File: config.mk
export PLATFORM = sky130hd
export DESIGN_NAME = keynsham_bus_fabric
export DESIGN_NICKNAME = d
export VERILOG_FILES = /design/src/rtl/keynsham_bus_fabric.sv
export SDC_FILE = /design/constraint.sdc
export NUM_CORES = 1
export LEC_CHECK = 0
export BUFFER_PORTS_ARGS = -buffer_cell sky130_fd_sc_hd__buf_2
export CAP_MARGIN = 20
export CORE_AREA = 5 5 187 189
export CTS_BUF_LIST = sky130_fd_sc_hd__clkbuf_4 sky130_fd_sc_hd__clkbuf_8
export CTS_CLUSTER_DIAMETER = 30
export DETAILED_ROUTE_END_ITERATION = 8
export DIE_AREA = 0 0 192 194
export SLEW_MARGIN = 20
export SYNTH_ARGS = -nofsm -noshare
export SYNTH_HDL_FRONTEND = slang
export SYNTH_SLANG_ARGS = --single-unit
File: constraint.sdc
create_clock -name clk -period 3.45 [get_ports clk]
set_clock_uncertainty 0.15 [all_clocks]
set_input_delay 0.8625 -clock clk [delete_from_list [all_inputs] [get_ports clk]]
set_output_delay 0.8625 -clock clk [all_outputs]
set_load 0.1 [all_outputs]
File: src/rtl/keynsham_bus_fabric.sv
// keynsham_bus_fabric: single-master data-bus decoder and response mux
// with default-slave errors, WAIT timeout and first-fault capture.
module keynsham_bus_fabric #(
  parameter int nr_slaves = 8,
  parameter logic [32*nr_slaves-1:0] slave_bases = '0,
  parameter logic [32*nr_slaves-1:0] slave_sizes = '0,
  parameter logic [15:0] timeout_cycles = 16'd255
) (
  input  logic                    clk,
  input  logic                    rst_n,
  input  logic                    m_access,
  input  logic [29:0]             m_addr,
  input  logic                    m_wr_en,
  input  logic [3:0]              m_bytesel,
  input  logic [31:0]             m_wr_val,
  output logic [31:0]             m_data,
  output logic                    m_ack,
  output logic                    m_error,
  output logic [nr_slaves-1:0]    s_cs,
  output logic [nr_slaves-1:0]    s_access,
  output logic [29:0]             s_addr,
  output logic                    s_wr_en,
  output logic [3:0]              s_bytesel,
  output logic [31:0]             s_wr_val,
  input  logic [32*nr_slaves-1:0] s_data,
  input  logic [nr_slaves-1:0]    s_ack,
  input  logic [nr_slaves-1:0]    s_error,
  output logic                    fault_valid,
  output logic                    fault_timeout,
  output logic                    fault_overrun,
  output logic [29:0]             fault_addr,
  input  logic                    fault_clear
);

  localparam int SW = (nr_slaves > 1) ? $clog2(nr_slaves) : 1;

  typedef enum logic [1:0] {IDLE, WAIT, UNMAPPED} state_t;

  state_t        state;
  logic [SW-1:0] sel;
  logic [SW-1:0] hit_idx;
  logic          hit;
  logic [29:0]   lat_addr;
  logic [15:0]   cnt;
  logic [31:0]   rdata [nr_slaves];
  logic          fv, ft, fo;
  logic [29:0]   fa;
  logic          wait_st, sel_ack, tmo, unm, fault_ev;

  // Descending scan so the lowest matching index is the one kept.
  always_comb begin
    s_cs    = '0;
    hit_idx = '0;
    hit     = 1'b0;
    for (int i = nr_slaves - 1; i >= 0; i--) begin
      if (slave_sizes[32*i +: 32] != 32'd0 &&
          (({m_addr, 2'b00} & ~(slave_sizes[32*i +: 32] - 32'd1))
           == slave_bases[32*i +: 32])) begin
        s_cs     = '0;
        s_cs[i]  = 1'b1;
        hit_idx  = SW'(i);
        hit      = 1'b1;
      end
    end
  end

  always_comb begin
    for (int i = 0; i < nr_slaves; i++) begin
      rdata[i] = s_data[32*i +: 32];
    end
  end

  assign s_addr    = m_addr;
  assign s_wr_en   = m_wr_en;
  assign s_bytesel = m_bytesel;
  assign s_wr_val  = m_wr_val;
  assign s_access  = (rst_n && state == IDLE && m_access) ? s_cs : '0;

  assign wait_st  = rst_n && state == WAIT;
  assign sel_ack  = wait_st && s_ack[sel];
  // A slave ack in the deadline cycle beats the timeout.
  assign tmo      = wait_st && !s_ack[sel] && timeout_cycles != 16'd0 &&
                    cnt == timeout_cycles - 16'd1;
  assign unm      = rst_n && state == UNMAPPED;
  assign fault_ev = unm || tmo || (sel_ack && s_error[sel]);

  assign m_ack   = sel_ack || tmo || unm;
  assign m_error = (sel_ack && s_error[sel]) || tmo || unm;
  assign m_data  = (sel_ack && !m_wr_en) ? rdata[sel] : 32'd0;

  assign fault_valid   = rst_n && fv;
  assign fault_timeout = rst_n && ft;
  assign fault_overrun = rst_n && fo;
  assign fault_addr    = rst_n ? fa : 30'd0;

  always_ff @(posedge clk) begin
    if (!rst_n) begin
      state    <= IDLE;
      sel      <= '0;
      lat_addr <= '0;
      cnt      <= '0;
      fv       <= 1'b0;
      ft       <= 1'b0;
      fo       <= 1'b0;
      fa       <= '0;
    end else begin
      unique case (state)
        IDLE: begin
          if (m_access) begin
            lat_addr <= m_addr;
            if (hit) begin
              sel   <= hit_idx;
              cnt   <= '0;
              state <= WAIT;
            end else begin
              state <= UNMAPPED;
            end
          end
        end
        WAIT: begin
          cnt <= cnt + 16'd1;
          if (m_ack) state <= IDLE;
        end
        UNMAPPED: state <= IDLE;
        default:  state <= IDLE;
      endcase

      if (fault_clear) begin
        fv <= fault_ev;
        ft <= tmo;
        fo <= 1'b0;
        fa <= fault_ev ? lat_addr : 30'd0;
      end else if (fault_ev) begin
        if (!fv) begin
          fv <= 1'b1;
          ft <= tmo;
          fa <= lat_addr;
        end else begin
          fo <= 1'b1;
        end
      end
    end
  end

endmodule

Word level (Yosys, flattened, before mapping)
Index checks and enable logic that the tools add are counted.

cells by class
  equal/unequal tests = 6
  add/subtract/negate cells = 1
  reduce and logical (&&, ||, !) cells = 25
  bitwise logic cells = 1
  multiplexer cells = 14

operators with widths
  kind                     number
  $mux W30                 5
  $mux W32                 1
  $add A16 B1 Y16 const B  1
  $eq A16 B8 Y1 const B    1
  $logic_and A1 B1 Y1      10
  $reduce_and A2 Y1        4
  $logic_or A1 B1 Y1       6
  $ne A2 B2 Y1 const B     3
  $mux W1                  5
  $mux W2                  2
  $pmux W2 S2              1
  $eq A2 B1 Y1 const B     1
  $eq A2 B2 Y1 const B     1
  $logic_not A1 Y1         2
  $logic_not A2 Y1         1
  $reduce_bool A2 Y1       1
  $reduce_or A2 Y1         1
  $not A1 Y1               1

storage, ports and cells
  word-level logic and storage cells = 54
  output and inout port bits = 150
  input bits = 343
  register bits = 81

Logic depth before layout (Yosys ltp)
  word-level depth = 8
  depth in mapped cells = 5
  gate-level depth less buffers = 3

Worst setup path after synthesis
OpenSTA, ideal clock, no wires.

  path kind = input -> output
  start = input rst_n
  end = output m_error
  stages on the path = 4
  required time = 2.438 ns
  setup slack = 0.010 ns
  path buffers = 3
  data arrival time = 2.427 ns
  cells stage by stage = clkbuf_2 -> clkbuf_1 -> and2_1 -> buf_4

between the ends
  cells in the longest elaborated chain, start to end = 5
  elaborated cells on any way between the ends = 8
  classes of those cells = reduce/logical: 8

RTL lines
  item                                    RTL line  text
  from (decl)                             10        input logic rst_n,
  $logic_and A1 B1 Y1                     79        assign wait_st = rst_n && state == WAIT;
  $logic_and A1 B1 Y1 (on tied branches)  80, 82
  $logic_and A1 B1 Y1 (on tied branches)  88, 82
  $logic_or A1 B1 Y1                      88        assign m_error = (sel_ack && s_error[sel]) || tmo || unm;
  $logic_or A1 B1 Y1 *                    88
  to (decl)                               18        output logic m_error,

Mark *: on every way between the ends. The rest lies on a longest branch, timed or not.

Worst setup path after layout
  start = input rst_n
  end = output fault_addr[16]

between the ends
  cells in the longest elaborated chain, start to end = 1

RTL lines
  item       RTL line  text
  $mux W30   94        assign fault_addr = rst_n ? fa : 30'd0;
  to (decl)  31        output logic [29:0] fault_addr,

Every way passes these cells.

==> impl_metrics.toml <==
[global_route]
grt_usage_pct = 6.543
grt_pass1_vias = 2288
grt_pass1_wl_um = 16660
overflow = 0
grt_start_max_net_pins = 31
antenna_found_initial = 1

[logic_synthesis]
ys.flop_type = "dfxtp_1"
ys_seq_area_share_pct = 38.10
async_flop_share_pct = 0
ys_ff_latch = 63
synth_area_per_cell_um2 = 7.753
synth_edf_count = 0
synth.distinct_cells = 17
syn_area_um2 = 3311
synth_cells = 427
ys_warn_count = 0

[floorplanning]
chipHeight_um = 194
core_area_um2 = 33110
rows = 67
dieWidth_um = 192
initial_utilization_pct = 9.998
die_area_um2 = 37250
io_pins = 493

[final_layout]
nets = 792
final_cell_mix = "nand2_1 (120), dfxtp_1 (63), buf_2 (62), conb_1 (49), buf_12 (34)"
fin_util_pct = 13.13
drive_above_1_share_pct = 26.93
syn_to_final_growth_pct = 31.33
layout_commonest_cell = "nand2_1"
instances_no_fill = 901
fillers = 3792
antenna_cells = 0

[clocking]
cts_buffers = 9
cts_setup_buffers = 0
cts-root-buf = "clkbuf_8"
ctsResizeCount = 0
cts_tree = "built"
ctsHoldBuffers = 0
htreeDepth = 3
clkLatencyLatePin_ns = 0.37
cts.sinks = 63
clkSlewWorstSetupHoldPaths_ns = 0.06
clk_path_buf_depth = 2

[worst_setup_path]
timing.rr.start = "state[1]"
worst_setup_path_start_kind = "input port"
r2r_setup_slack_ns = 1.53
startpoint = "rst_n"
worst_path_most_repeated_cell = "buf_4"
crit_fanout = 24
cp-end-kind = "primary output"
crit_family = "buffers and inverters"
cpPeakStageDelay_ns = 0.34
crit_required_ns = 2.44
crit_type = "input port to primary output"
cp_cell_sequence = "buf_4 > buf_4 > nand2_1 > inv_1 > buf_12"
critPathBufInv = 4
critPathArrivalTime_ns = 1.87
cp_slowest_cell = "buf_4"

[power_and_ir_drop]
powerDensity_nw_per_um2 = 481.0
p_leak_nw = 1.909
irDropWorstVdd_uv = 166.5

[drt]
drc_errors = 0
wire_per_inst_um = 13.77
ant_nets = 0
via_per_inst = 2.747
first_pass_iters = 4
routed_wl_um = 12410
drt_iter0_markers = 103
vias = 2475

[worst_hold_path]
worstHoldStart = "lat_addr[21]"
hold_path.class = "flip-flop to flip-flop"

[run_status]
status = "complete, no violations"

[timing]
timing.setup.tns_ns = 0
finalSetupViolCount = 0
fmax_ghz = 0.3466
relSlewSlack_pct = 32.26
period_share_pct = 83.64
slew_violations = 0
hold_viol_final = 0
finalWorstSetupSlack_ns = 0.5645
rsz0062_at_grt = "no"
worst_pin_slew_ns = 1.013
min_period_ns = 2.886

[place]
dp_cells = 886
place.gp.congestion = 0.6675
post-dp-hpwl_um = 9786
place_ws_ns = 0.5160
io_buffers = 97

[job]
max_cap_violations = 0
==> power by group <==
group | leakage [nW] | internal, W | switching [W]
Clock | 0.110 | 0.000439 | 0.000314
Sequential | 0.513 | 0.000754 | 0.0000127
Combinational | 1.29 | 0.0000752 | 0.000496
Total | 1.91 | 0.00127 | 0.000823
==> worst reg2reg max path, stage by stage, from the launching register on <==
cell and delay (ns):
dfxtp_1 0.47, inv_1 0.13, o21bai_4 0.80, o22ai_1 0.21
==> registers in the layout, summed over array words and instances (netlist names) <==
name / count
fa: 30
fv: 1
state: 1
fo: 1
lat_addr: 30
==> Yosys cell counts, types with 2 or more instances <==
library cell	instances	area (um^2)
a21boi_1	30	225.2
and2_1	4	25.02
buf_2	17	85.08
buf_4	118	885.9
clkbuf_1	4	15.01
dfxtp_1	63	1261
inv_1	31	116.4
nand2_1	121	454.2
nand2b_1	2	12.51
o22ai_1	30	187.7
==> worst paths after layout <==
check,to,depth (start not counted)
hold reg to reg,lat_addr[21],2
setup reg to reg,fa[21],3
hold / removal,lat_addr[21],2
setup / recovery,fault_addr[16],5
==> cells by family after synthesis <==
group	after synthesis	share of synthesized area, %
other	1	0.1133
and+or+nand+nor	129	15.27
buffers and inverters	171	33.45
DFF	63	38.10
AOI/OAI and AO/OA	63	13.08
==> cell type report <==
type | count | area [um^2] | share of cell area [%]
multi-input combinational | 241 | 1146 | 26.36
sequential | 63 | 1261 | 29.01
clock buffer | 12 | 152.6 | 3.511
timing repair buffer | 103 | 1044 | 24.00
inverter | 31 | 116.4 | 2.676
clock inverter | 3 | 67.56 | 1.554
tap | 448 | 560.5 | 12.89
==> metal layers <==
metal	vias to the layer above	GRT usage, %	routed length, um
li1	1212	-	-
met1	1121	5.549	3715
met2	129	12.52	7000
met3	11	3.763	1429
met4	2	2.272	247
met5	-	0	13
==> stage by stage <==
step	total power, W	hold WS, ns	instance area (um^2)
2_1_floorplan	0.001533	0.2853	3491
3_3_place_gp	0.001358	0.2886	4128
3_5_place_dp	0.001362	0.2937	4128
4_1_cts	0.002153	0.3043	4348
5_1_grt	0.002194	0.3205	4348
6_report	0.002092	0.3040	4348
Note: power is estimated with default switching activity, not from simulation.
